===== src/rtl/bram_line_master.sv =====
// Purpose : turns one line-wide read/write request into a byte-serial burst on a
//           single-port synchronous-read byte RAM, returning the whole line on reads.
// Latency : accept at edge 0 -> write response in cycle LINE_BYTES+1,
//           read response in cycle LINE_BYTES+2.
// Backpressure: req_ready only in IDLE; the response is held until rsp_ready.
//
// Ports:
//   clk, rst                 single clock, asynchronous active-low reset
//   req_valid/req_ready      line request handshake (req_write, req_addr, req_wdata)
//   rsp_valid/rsp_ready      completion handshake, rsp_rdata carries the read line
//   ram_addr/ram_din/ram_wen registered byte-RAM command; ram_dout is one cycle late
//
// Build option: define BRAM_LINE_MASTER_WRAP_EN for critical-byte-first read bursts.
module bram_line_master #(
    parameter int LINE_BYTES = 4
) (
    input  logic                    clk,
    input  logic                    rst,
    input  logic                    req_valid,
    output logic                    req_ready,
    input  logic                    req_write,
    input  logic [7:0]              req_addr,
    input  logic [8*LINE_BYTES-1:0] req_wdata,
    output logic                    rsp_valid,
    input  logic                    rsp_ready,
    output logic [8*LINE_BYTES-1:0] rsp_rdata,
    output logic [7:0]              ram_addr,
    output logic [7:0]              ram_din,
    output logic                    ram_wen,
    input  logic [7:0]              ram_dout
);

    localparam int OFF_W = $clog2(LINE_BYTES);

`ifdef BRAM_LINE_MASTER_WRAP_EN
    localparam bit WRAP = 1'b1;
`else
    localparam bit WRAP = 1'b0;
`endif

    typedef enum logic [2:0] {IDLE, WRITE, READ, DRAIN, RESP} state_t;

    state_t                     state;
    state_t                     state_nxt;
    logic [OFF_W-1:0]           beat;
    logic [OFF_W-1:0]           beat_nxt;
    logic                       last_beat;
    logic [LINE_BYTES-1:0][7:0] wdata_q;
    logic [LINE_BYTES-1:0][7:0] rdata_q;
    logic                       cap_vld;
    logic [OFF_W-1:0]           cap_lane;
    logic [OFF_W-1:0]           req_off;
    logic [OFF_W-1:0]           first_off;
    logic [OFF_W-1:0]           next_off;

    assign last_beat = (beat == OFF_W'(LINE_BYTES - 1));
    assign beat_nxt  = beat + OFF_W'(1);
    assign req_off   = req_addr[OFF_W-1:0];
    // Writes always start at the line base; reads start at the requested byte
    // only in the wrapping build.
    assign first_off = (WRAP && !req_write) ? req_off : '0;
    // Offset arithmetic is confined to OFF_W bits so a burst wraps inside the
    // line instead of carrying into the line address.
    assign next_off  = ram_addr[OFF_W-1:0] + OFF_W'(1);
    assign rsp_rdata = rdata_q;

    always_ff @(posedge clk or negedge rst) begin
        if (!rst) begin
            state <= IDLE;
        end else begin
            state <= state_nxt;
        end
    end

    always_comb begin
        state_nxt = state;
        req_ready = 1'b0;
        rsp_valid = 1'b0;
        case (state)
            IDLE: begin
                req_ready = 1'b1;
                if (req_valid) begin
                    state_nxt = req_write ? WRITE : READ;
                end
            end
            WRITE: begin
                if (last_beat) begin
                    state_nxt = RESP;
                end
            end
            READ: begin
                if (last_beat) begin
                    state_nxt = DRAIN;
                end
            end
            DRAIN: begin
                state_nxt = RESP;
            end
            RESP: begin
                rsp_valid = 1'b1;
                if (rsp_ready) begin
                    state_nxt = IDLE;
                end
            end
            default: begin
                state_nxt = IDLE;
            end
        endcase
    end

    always_ff @(posedge clk or negedge rst) begin
        if (!rst) begin
            beat     <= '0;
            wdata_q  <= '0;
            rdata_q  <= '0;
            cap_vld  <= 1'b0;
            cap_lane <= '0;
            ram_addr <= 8'h00;
            ram_din  <= 8'h00;
            ram_wen  <= 1'b0;
        end else begin
            // Read data for the address shown in cycle n appears in cycle n+1 and
            // is captured at its end, so the lane is delayed one cycle to match.
            cap_vld  <= (state == READ);
            cap_lane <= ram_addr[OFF_W-1:0];
            if (cap_vld) begin
                rdata_q[cap_lane] <= ram_dout;
            end

            case (state)
                IDLE: begin
                    if (req_valid) begin
                        beat     <= '0;
                        wdata_q  <= req_wdata;
                        ram_addr <= {req_addr[7:OFF_W], first_off};
                        if (req_write) begin
                            ram_wen <= 1'b1;
                            ram_din <= req_wdata[7:0];
                        end
                    end
                end
                WRITE, READ: begin
                    if (last_beat) begin
                        beat    <= '0;
                        ram_wen <= 1'b0;
                    end else begin
                        beat     <= beat_nxt;
                        ram_addr <= {ram_addr[7:OFF_W], next_off};
                        if (state == WRITE) begin
                            ram_din <= wdata_q[beat_nxt];
                        end
                    end
                end
                default: begin
                end
            endcase
        end
    end

endmodule


===== config.mk =====
export PLATFORM = sky130hd
export DESIGN_NAME = bram_line_master
export DESIGN_NICKNAME = d
export VERILOG_FILES = /design/src/rtl/bram_line_master.sv
export SDC_FILE = /design/constraint.sdc
export NUM_CORES = 1
export LEC_CHECK = 0
export ABC_AREA = 1
export BUFFER_PORTS_ARGS = -buffer_cell sky130_fd_sc_hd__buf_2
export CORE_UTILIZATION = 52
export CTS_CLUSTER_SIZE = 28
export DETAILED_ROUTE_END_ITERATION = 6
export PLACE_DENSITY = 0.79
export SYNTH_ARGS = -nofsm -noshare
export SYNTH_HDL_FRONTEND = slang
export SYNTH_SLANG_ARGS = --single-unit

===== constraint.sdc =====
create_clock -name clk -period 1.84 [get_ports clk]
set_input_delay 0.368 -clock clk [delete_from_list [all_inputs] [get_ports clk]]
set_output_delay 0.368 -clock clk [all_outputs]
set_load 0.01 [all_outputs]

==> reports/results.txt, run 1 <==
The run finished with clean final reports. Between clock sinks in the finished design, the worst skew comes to 0.0114 ns. Using the TritonRoute via totals, the vias-per-cell ratio works out to 5.03. The synthesized design spends more area on one cell type than any other, namely sky130_fd_sc_hd__dfrtp_1. The clock buffer count from CTS is 9. After the last flow step, the layout net total stands at 601.

Sequential elements use 58.7% of the synthesized area. Net switching power of the design: 3.47 mW. The initial utilization of the core area, before any placement, comes to 54.9%.

The switching part of the total came out at 42.7%. For this run, asynchronously set or reset flops after synthesis account for 100%. The critical path is of the reg -> out type. The floorplan step set the die height to 87.4 µm. The logs give 42.3% for the sequential cell fraction of total power and 0 for the number of endpoints failing setup at the final stage. Measured against its own limit, the worst slew margin works out to 63.0%.

For the number of sinks on the clock net, the log shows 89. For the area of the core region, the log shows 6910 µm². The tools report the residual overflow from global routing as 0. The class of the tightest hold or removal check is in -> reg. After floorplanning, the core was divided into 30 placement rows.

IR analysis of the VDD net gives a maximum drop of 766 µV. Entering global routing, the biggest net connects 47 pins. The HPWL after detailed placement was 6090 µm. For the standby leakage power, the log shows 2.53 nW. Post-CTS resize count: 0.

Synthesized net count: 500. After synthesis, the netlist uses 25 different library cells. The via count of the first global-routing pass is 3123, and the all-layer global routing usage is 24.2%. After the flow finishes, the layout carries non-filler instances totaling 648. The clock tree synthesis step divided the H-tree into 3 levels.

The tools report the quantity of hold-fixing buffers added after cts as 1. The startpoint type of the worst setup path is a register. Synthesis produced a netlist whose cell count is 446.

Of the total power, the clock network draws 15.9%. The die is 87.4 µm wide. Combinational logic burns 41.8% of the power. During I/O placement, the number of pins put on the boundary was 104.

The hold violation count in the final report was 0. The area share of the largest cell type after synthesis was 58.7%. For the worst-skew pair, the clock arrives at the later sink with an insertion delay of 0.36 ns. The maximum fanout along the worst path was 5.

The detailed router finished its first iteration with 208 violations. Synthesis inferred 89 register bits. Buffers added to address setup during post-CTS repair amount to 0. The first global-routing pass estimated 14200 µm of wire. For the final routed database, the setup TNS stands at 0 ns. Max-cap violations in this run came to 0. Power spread over the standard cell area amounts to 1780 nW/µm².

Wires add up to 8520 µm. The number of warnings reported in the yosys synthesis log was 0; the number of synthesized flops with an enable pin was 0. Of the available clock period, the critical path in the final layout requires 94.5%. In the final routed layout, each cell accounts on average for 13.1 µm.

The number of antenna violations at the first check in global routing was 0; the mean instance size in the synthesized netlist was 8.50 µm². The run gives 0 as the antenna diode count. The first detailed-routing pass ran for 4 iterations. Counting tap cells, the placed design contains a total of 631 instances.

After synthesis the cells add up to 3790 µm². The register-to-register setup slack is 0.25 ns. Top flip-flop cell by instance count after synthesis: sky130_fd_sc_hd__dfrtp_1. STA classifies the critical path endpoint as a primary output. The routed via count was 3261. Counting along the longest clock path gives a buffer depth of 2. The floorplan step defined a die boundary enclosing 7640 µm². Measured on the finished design, the core utilization comes to 66.1%. The clock-pin transition on the worst setup and hold timing paths was 0.10 ns.

For the count of pins over their slew limit, the log shows 0. Internal power comes to 4.67 mW. The detail route stage leaves a number of antenna-violating nets equal to 0.

For the final routed DRC violation total, the log shows 0. Static timing analysis puts the maximum clock frequency at 575 MHz. Data arrives at the worst endpoint at 1.37 ns. At the pin with the least slew margin, the transition time is 0.554 ns. The area growth from synthesis to layout is 20.5%. The worst path in the final design needs a cycle of 1.74 ns, including I/O delays and setup. Input and output buffers added on the ports amount to 101. By area the synthesized netlist is led by sky130_fd_sc_hd__dfrtp_1 59%, sky130_fd_sc_hd__nand2_1 20%, sky130_fd_sc_hd__o21ai_0 6.6%, sky130_fd_sc_hd__nand3_1 4.1%, sky130_fd_sc_hd__inv_1 3.1%. The clock root buffer is sky130_fd_sc_hd__clkbuf_8. The last weighted congestion value of the routability-driven placer is 0.846. Setup repair after global routing left no endpoint under its margin. The layout cell share with drive strength beyond 1 came out at 23.9%.

The required time at the worst-slack endpoint came out at 1.47 ns. TritonCTS built the clock tree.
## metal layers
metal | up-vias | wire, µm | global-route usage, %
li1 | 1602 | - | -
met1 | 1539 | 3810 | 33.4
met2 | 116 | 4160 | 38.7
met3 | 4 | 495 | 3.89
met4 | 0 | 50 | 9.39
met5 | - | 0 | 0
## registers in the layout (all words and copies together), names as in the netlist
signal,count
rsp_rdata,32
ram_din,8
cap_lane,2
ram_addr,8
beat,2
cap_vld,1
state,3
wdata_q,32
ram_wen,1
## final cells by class
cell class	count	area [µm²]
clock buffer	9	124
clock inverter	7	71.3
fill	621	2340
inverter	33	125
multi-input combinational	306	1320
sequential	89	2230
tap	96	120
timing repair buffer	108	576
## synthesized netlist by cell type (all sizes together), types with 2 or more instances
master and instances:
a21oi 2, buf 11, clkbuf 7, dfrtp 89
inv 32, nand2 206, nand3 33, nor2 6
nor3 2, o21ai 53
## worst paths after layout
check	from	depth (start not counted)	end
max in group asynchronous	rst	3	rsp_rdata[14]
max	state[2]	3	rsp_valid
max reg2reg	beat[0]	8	ram_din[3]
min in group asynchronous	rst	2	wdata_q[19]
min reg2reg	ram_addr[1]	0	cap_lane[1]
min	req_addr[4]	3	ram_addr[4]
## power groups by stage
stage               registers [mW]  clock network (mW)  logic, mW
floorplan                     3.61                   0       2.11
global placement              3.43                   0       3.26
detailed placement            3.47                   0       3.41
CTS                           3.44                1.31       3.43
global route                  3.55                1.39       3.90
finish                        3.44                1.29       3.40
## cells in the final DEF (no fill, tap or decap), types with 2 or more instances in the layout
cell type,instances
sky130_fd_sc_hd__buf_2,100
sky130_fd_sc_hd__clkbuf_8,9
sky130_fd_sc_hd__a21oi_1,2
sky130_fd_sc_hd__inv_8,2
sky130_fd_sc_hd__nor2_1,5
sky130_fd_sc_hd__o21ai_1,3
sky130_fd_sc_hd__inv_1,31
sky130_fd_sc_hd__buf_4,6
sky130_fd_sc_hd__o21ai_0,50
sky130_fd_sc_hd__nand3_1,31
sky130_fd_sc_hd__nand2_2,2
sky130_fd_sc_hd__dfrtp_1,89
sky130_fd_sc_hd__nand2_1,203
sky130_fd_sc_hd__nand3_2,2
sky130_fd_sc_hd__clkinvlp_4,2
## logic make-up after synthesis
| logic type | count (synthesis) | synth area share, % |
|---|---|---|
| simple gates | 247 | 26.7 |
| flops | 89 | 58.7 |
| compound gates | 57 | 7.66 |
| buf+inv | 51 | 6.34 |
| xor+xnor | 1 | 0.231 |
| fa+ha+maj | 1 | 0.330 |
## worst max-delay path, cell delays in order, from the launching register on
cell	delay, ns
sky130_fd_sc_hd__dfrtp_1	0.47
sky130_fd_sc_hd__inv_1	0.13
sky130_fd_sc_hd__nor3_1	0.23
sky130_fd_sc_hd__buf_2	0.19
## metrics by stage
stage / cell area (µm²) / hold WS [ns] / setup WS (ns) / power, mW
4_1_cts: 4570 / 0.185 / 0.122 / 8.18
3_3_place_gp: 4360 / 0.329 / 0.336 / 6.70
2_1_floorplan: 3790 / 0.0724 / 0.386 / 5.71
6_report: 4570 / 0.198 / 0.101 / 8.14
3_5_place_dp: 4360 / 0.335 / 0.274 / 6.88
5_1_grt: 4570 / 0.198 / 0.0672 / 8.84
(Power assumes the default switching activity.)
==> run 2, diff against run 1 <==
--- a/config.mk
+++ b/config.mk
@@ -10,6 +10,7 @@
 export CORE_UTILIZATION = 52
 export CTS_CLUSTER_SIZE = 28
 export DETAILED_ROUTE_END_ITERATION = 6
+export GPL_TIMING_DRIVEN = 0
 export PLACE_DENSITY = 0.79
 export SYNTH_ARGS = -nofsm -noshare
 export SYNTH_HDL_FRONTEND = slang
==> constraint.sdc (replaced) <==
create_clock -name clk -period 1.84 [get_ports clk]
set_input_delay 0.092 -clock clk [delete_from_list [all_inputs] [get_ports clk]]
set_output_delay 0.092 -clock clk [all_outputs]
set_load 0.01 [all_outputs]
==> reports/results.txt, run 2 (same netlist as run 1, synthesis figures left out) <==
The flow ran to the end, and the final reports show no timing, DRC or antenna violations. The buffering stage count on the worst path with inverters included is 1. The count of maximum capacitance violations came out at 0. The slew at the pin closest to its max-slew limit was 0.581 ns. For the area of the core region, the log shows 6910 µm². HPWL after detailed placement: 6430 µm.

Once detail routing completed, the nets flagged for antenna violations numbered 0. Counting I/O delays and the setup requirement, the final critical path takes 1.67 ns. The critical path goes through ha_1 -> inv_1 -> nand3_1 -> nand3_1 -> o21ai_0 -> nand2_1 -> nand2_1.

The analysis attributes to net switching a power of 3.54 mW. The largest individual stage delay along the critical path comes from the cell sky130_fd_sc_hd__ha_1. Leading cell type in the layout, fill and taps excluded: sky130_fd_sc_hd__nand2_1. For the maximum resistive drop on vdd, the log shows 755 µV.

Row generation in the floorplan step produced 30 rows. Setup repair after global routing left no endpoint under its margin. The clock drives 89 sinks.

The maximum fanout along the worst path came out at 10. The topmost layer with routed signal wires is met4. The layout has 557 filler cells.

After clock tree synthesis, the repair step resized 0 gates. Relative to the synthesized area, the layout overhead comes to 31.8%. In the routed layout, each cell is associated on average with a via count of 5.09. After routing the design area is 5000 µm². The endpoint of the lowest-slack register-to-register path was ram_din[6]. The class of the tightest hold or removal check is in -> reg. Among cell families on the critical path, the largest total delay comes from adder cells. For this configuration, the core starts out at a cell density of 54.9%. The worst setup path is captured at a register. The clock reaches the later pin of the worst-skew pair after 0.36 ns. TritonCTS built the clock tree. Cell internal power was estimated by the tool at 5.07 mW. The number of DRC markers after the initial detailed-route iteration is 235.

The run gives 4210 µm as the met1 wire length. The worst hold path terminates at state[2]. Cells with a size suffix above 1 make up 23.3% of the layout.

The data arrival time at the worst-slack endpoint came out at 1.92 ns. Setup violations remaining at the end of the flow were counted as 0. The logs give 0 for the final routed DRC violation total and 0 for the number of antenna violations at the first check in global routing. The buffer depth of the longest clock path was 2. The register-to-register setup slack is 0.17 ns, and the residual overflow from global routing is 0.

The pre-antenna-repair detailed-routing pass consisted of 5 iterations. The logs give 2.73 nW for the standby leakage power and 4650 µm for the wire length on met2. The final route contains 3519 vias. The worst reg-to-reg path cell count works out to 7. The count of pins over their slew limit was 0. Measured against its own limit, the worst slew margin works out to 61.2%.

STA classifies the critical path startpoint as a register. The number of placed instances, taps included, is 644. Of the total power, the clock network draws 18.0%. Routability-driven placement finished with a final weighted congestion of 0.849. The die footprint was 7640 µm²; the power density over the cells was 1720 nW/µm². The maximum operating frequency was 599 MHz. The critical hold path startpoint is rsp_ready.

Origin of the worst setup path: beat[0]. Clock buffer count from CTS: 9. In this run, flip-flops and latches consume 40.3% of the power. The vertical die dimension is 87.4 µm, and the post-CTS setup repair buffer count is 0. The cell sitting at the root of the clock tree is a sky130_fd_sc_hd__clkbuf_8.

The run gives 15600 µm as the first-pass GRT wire length. At the worst endpoint, the required time is 2.09 ns. The number of standard cells in the layout, taps in and fillers out is 692. The number of antenna diodes in the final layout is 0. Counting instances, the worst hold path has a depth of 4. In this run, the combinational gates consume 41.8% of the power. The final clock period utilization by the worst path came out at 90.7%. For this run, the slowest stage of the critical path takes 0.45 ns. The origin of the critical flop-to-flop path was beat[0].

The run gives 46 as the pin count of the biggest net entering global routing. The worst setup path is of the reg -> reg kind. The length of routed met3 wiring was 509 µm; the routed wirelength normalized by instance count was 13.6 µm. The aggregate routed wire length was 9410 µm. The H-tree was split into 3 levels. The run gives 645 as the final net count.

The run gives 0 as the hold violation count in the final report. In this run switching power makes up 41.1% of total power. During I/O placement, the number of pins put on the boundary was 104.

The count of input and output buffers was 101; the clock tree skew after final layout was 0.0152 ns. The clock-pin transition on the worst setup and hold timing paths is 0.10 ns. In the layout the commonest cells are 203 x sky130_fd_sc_hd__nand2_1, 106 x sky130_fd_sc_hd__buf_2, 89 x sky130_fd_sc_hd__dfrtp_1. The logs give 4440 µm² for the instance area after placement and 26.5% for the all-layer global routing usage. The die is 87.4 µm wide. The tools report the via count of the first global-routing pass as 3373.
==> run 2: cell types whose count changed in the layout (fill, tap and decap cells not counted), sizes merged <==
cell and delta:
buf +6, bufinv +2, clkbuf +6, clkinv -2, clkinvlp -2, dlygate4sd3 +32, inv +2
==> run 2: power groups by stage <==
stage / logic (mW) / registers [mW] / clock network [mW]
finish: 3.60 / 3.47 / 1.55
global route: 4.09 / 3.56 / 1.66
CTS: 3.59 / 3.45 / 1.56
detailed placement: 3.52 / 3.48 / 0
global placement: 3.40 / 3.44 / 0
floorplan: 2.11 / 3.61 / 0
==> run 2: worst register-to-register path, cell delays in order, from the launching register on <==
cell	delay [ns]
sky130_fd_sc_hd__dfrtp_1	0.40
sky130_fd_sc_hd__ha_1	0.45
sky130_fd_sc_hd__inv_1	0.26
sky130_fd_sc_hd__nand3_1	0.12
sky130_fd_sc_hd__nand3_1	0.10
sky130_fd_sc_hd__o21ai_0	0.11
sky130_fd_sc_hd__nand2_1	0.08
sky130_fd_sc_hd__nand2_1	0.04
==> run 2: worst max-delay path by stage <==
stage	slack, ns	cells after the start	endpoint
global route	0.06	7	ram_din[4]
CTS	0.17	7	ram_din[6]
global placement	-0.08	1	rsp_rdata[11]
floorplan	0.39	8	ram_din[0]
finish	0.17	7	ram_din[6]
detailed placement	0.06	8	ram_din[6]
==> run 2: metal layers <==
layer / global-route usage, % / vias to the layer above
li1: - / 1688
met1: 35.9 / 1692
met2: 43.5 / 133
met3: 5.69 / 6
met4: 6.56 / 0
met5: 0 / -
==> run 2: through the flow <==
step	utilization [%]	TNS (ns)	worst slack (ns)	power (mW)	hold slack, ns
CTS	72.3	0	0.167	8.60	0.00576
detailed placement	64.3	0	0.0557	7.00	0.130
floorplan	-	0	0.386	5.71	-0.204
finish	72.3	0	0.170	8.61	0.0135
global route	72.3	0	0.0551	9.31	0.0166
global placement	63.9	-6.53	-0.0766	6.84	0.285
==> run 2: area by class of cell <==
type	count	area [µm²]	area share [%]
inverter	33	125	2.50
buffer	17	111	2.23
clock buffer	9	124	2.48
multi-input combinational	306	1320	26.5
sequential	89	2230	44.6
tap	96	120	2.40
timing repair buffer	135	858	17.2
clock inverter	7	106	2.13
==> run 2: repair_timing <==
| action | 4_1_cts | 5_1_grt |
|---|---|---|
| endpoints found under the hold margin | 76 | 0 |
| hold buffers | 33 | 0 |
| setup endpoints to repair | 1 | 0 |
==> run 3, diff against run 2 <==
--- a/config.mk
+++ b/config.mk
@@ -7,6 +7,7 @@
 export LEC_CHECK = 0
 export ABC_AREA = 1
 export BUFFER_PORTS_ARGS = -buffer_cell sky130_fd_sc_hd__buf_2
+export CORE_MARGIN = 5
 export CORE_UTILIZATION = 52
 export CTS_CLUSTER_SIZE = 28
 export DETAILED_ROUTE_END_ITERATION = 6
==> reports/results.txt, run 3 (same netlist as run 1, synthesis figures left out) <==
The detail route stage leaves a number of antenna-violating nets equal to 0. The core region is 7180 µm². The number of rows in the core area came out at 31. The clock passes through at most 2 buffers. The first TritonRoute pass finished after 5 iterations. The tightest hold path in the finished design has a slack of 0.00459 ns. The hold violation count in the final report was 0; the die extent in x was 95.4 µm. Of the available clock period, the critical path in the final layout requires 91.4%.

After layout, the worst setup slack is 0.158 ns. From bottom edge to top edge, the die measures 95.4 µm. The instance area after placement is 4450 µm².

Routed wirelength normalized by instance count: 13.6 µm. In this run the tightest slew margin relative to its limit is 61.6%. Leaving out fill and tap cells, the most frequent cell in the layout is sky130_fd_sc_hd__nand2_1.

For the count of maximum capacitance violations, the log shows 0. Setup violations remaining at the end of the flow were counted as 0. The initial utilization of the core area, before any placement, comes to 52.8%. Excluding fillers, the count of instances in the completed layout stands at 694. The slew at the pin closest to its max-slew limit came out at 0.577 ns. The run gives 0 as the count of pins over their slew limit.

Cells with a size suffix above 1 make up 23.4% of the layout. The startpoint type of the worst setup path was a register. The routed layout has 3428 vias. The number of placed cells counting well taps was 647. The clock buffer count from CTS was 9.

Combinational cells account for 41.5% of the total power. Global routing used 22.7% of the available tracks across all layers. The maximum resistive drop on vdd came out at 838 µV. Before CTS, the worst setup slack after placement is 0.0246 ns. At the worst endpoint, the required time is 2.10 ns. Last weighted congestion value of the routability-driven placer: 0.807. Power spread over the standard cell area amounts to 1730 nW/µm².

The sequential cell fraction of total power is 39.6%. Setup repair after global routing left no endpoint under its margin. The clock network burns 18.9% of the power. STA classifies the critical path endpoint as a register. The worst-skew pair later-pin latency is 0.36 ns, and the layout overhead on the synthesized area is 32.3%. The tools report the die footprint as 9100 µm². Clock-pin transition on the worst setup and hold timing paths: 0.09 ns.

The first global-routing pass estimated 16000 µm of wire. The run gives 2.73 nW as the standby leakage power. Net switching is 40.3% of the power. TritonCTS built the clock tree.

In the routed layout, each cell is associated on average with a via count of 4.94. The number of antenna violations at the first check in global routing was 0; the pin count of the biggest net entering global routing was 48. The worst setup path is of the reg -> reg kind. The number of sinks on the clock net was 89. The count of buffers added on input and output ports is 101. 104 I/O pins were placed. Leaving out fill and tap cells, the most frequent cells in the layout are 203 x sky130_fd_sc_hd__nand2_1, 106 x sky130_fd_sc_hd__buf_2, 89 x sky130_fd_sc_hd__dfrtp_1. For the residual overflow from global routing, the log shows 0.

The largest single stage delay on the critical path is 0.45 ns. The antenna diode count is 0, and the via count of the first global-routing pass is 3369. The HPWL after detailed placement is 6650 µm. The final net count came out at 644. The tightest min-delay check is of the in -> reg type. The tree is rooted in a sky130_fd_sc_hd__clkbuf_8. The signal on the critical path passes through ha_1 -> inv_1 -> nand3_1 -> nand3_1 -> o21ai_0 -> nand2_1 -> nand2_1. The critical-path cell with the highest stage delay is sky130_fd_sc_hd__ha_1. The run finished with clean final reports. For the maximum operating frequency, the log shows 594 MHz. The cell-internal power is 5.19 mW, and the clock tree skew after final layout is 0.00890 ns.

For this block, the routed nets add up to 9420 µm of wire. In this run the worst path has a maximum fanout of 10. The final critical path time including I/O delays and setup works out to 1.68 ns.

The final routed DRC violation total was 0; the post-CTS resize count was 0. The maximum level of the CTS H-tree came out at 3. The first routing iteration left 136 violations. The logs give 1.94 ns for the data arrival time at the worst-slack endpoint and 3.50 mW for the net switching power of the design.

The finished cells cover 5010 µm².
## run 3: changes by cell type in the layout (fill, tap and decap cells not counted), sizes merged
cell         previous run  this run
bufinv                  2         3
clkinvlp                0         1
dlygate4sd3            33        32
inv                    37        35
## run 3: stage by stage
stage | util [%] | power, mW | setup TNS [ns]
5_1_grt | 69.9 | 9.42 | 0
2_1_floorplan | - | 5.71 | 0
4_1_cts | 69.9 | 8.73 | 0
3_5_place_dp | 62.0 | 7.03 | 0
6_report | 69.9 | 8.69 | 0
3_3_place_gp | 61.6 | 6.85 | -6.15
## run 3: final timing paths
path | cells past startpoint | start | end | slack, ns
min in group asynchronous | 2 | rst | ram_din[2] | 0.28
worst min register to register | 0 | ram_addr[1] | cap_lane[1] | 0.46
worst max-delay path | 7 | beat[0] | ram_din[7] | 0.16
max in group asynchronous | 3 | rst | ram_addr[3] | 0.96
worst max register to register | 7 | beat[0] | ram_din[7] | 0.16
worst min-delay path | 3 | req_wdata[7] | wdata_q[7] | 0.005
## run 3: layout make-up
cell class | instances | area (µm²)
Sequential cell | 89 | 2230
Fill cell | 582 | 2160
Multi-Input combinational cell | 306 | 1320
Timing Repair Buffer | 134 | 856
Inverter | 33 | 125
Clock buffer | 9 | 124
Clock inverter | 7 | 124
Tap cell | 99 | 124
Buffer | 17 | 111
## run 3: routing by layer
layer | track usage, % | part of all wire (%) | up-vias
met5 | 0 | 0 | -
met2 | 37.6 | 48 | 109
met1 | 30.3 | 44 | 1605
li1 | - | - | 1698
met3 | 3.71 | 5.9 | 16
met4 | 7.94 | 1.7 | 0
## run 3: critical path: cells and delay by family, from the launching register on
kind,cells,cell delay (ns)
fa+ha+maj,1,0.45
flops,1,0.39
simple gates,4,0.35
buf+inv,1,0.28
compound gates,1,0.11
## run 3: power by group through the flow
stage                     registers [mW]  logic, mW  clock network, mW
final                               3.44       3.61               1.64
after detailed placement            3.47       3.56                  0
after CTS                           3.44       3.63               1.66
after global placement              3.43       3.42                  0
after global routing                3.56       4.11               1.75
after floorplan                     3.61       2.11                  0
## run 3: repair_timing
item / 4_1_cts / 5_1_grt
hold buffers: 32 / 0
endpoints found under the setup margin: 1 / 0
endpoints found under the hold margin: 73 / 0
buffers inserted: 0 / 0
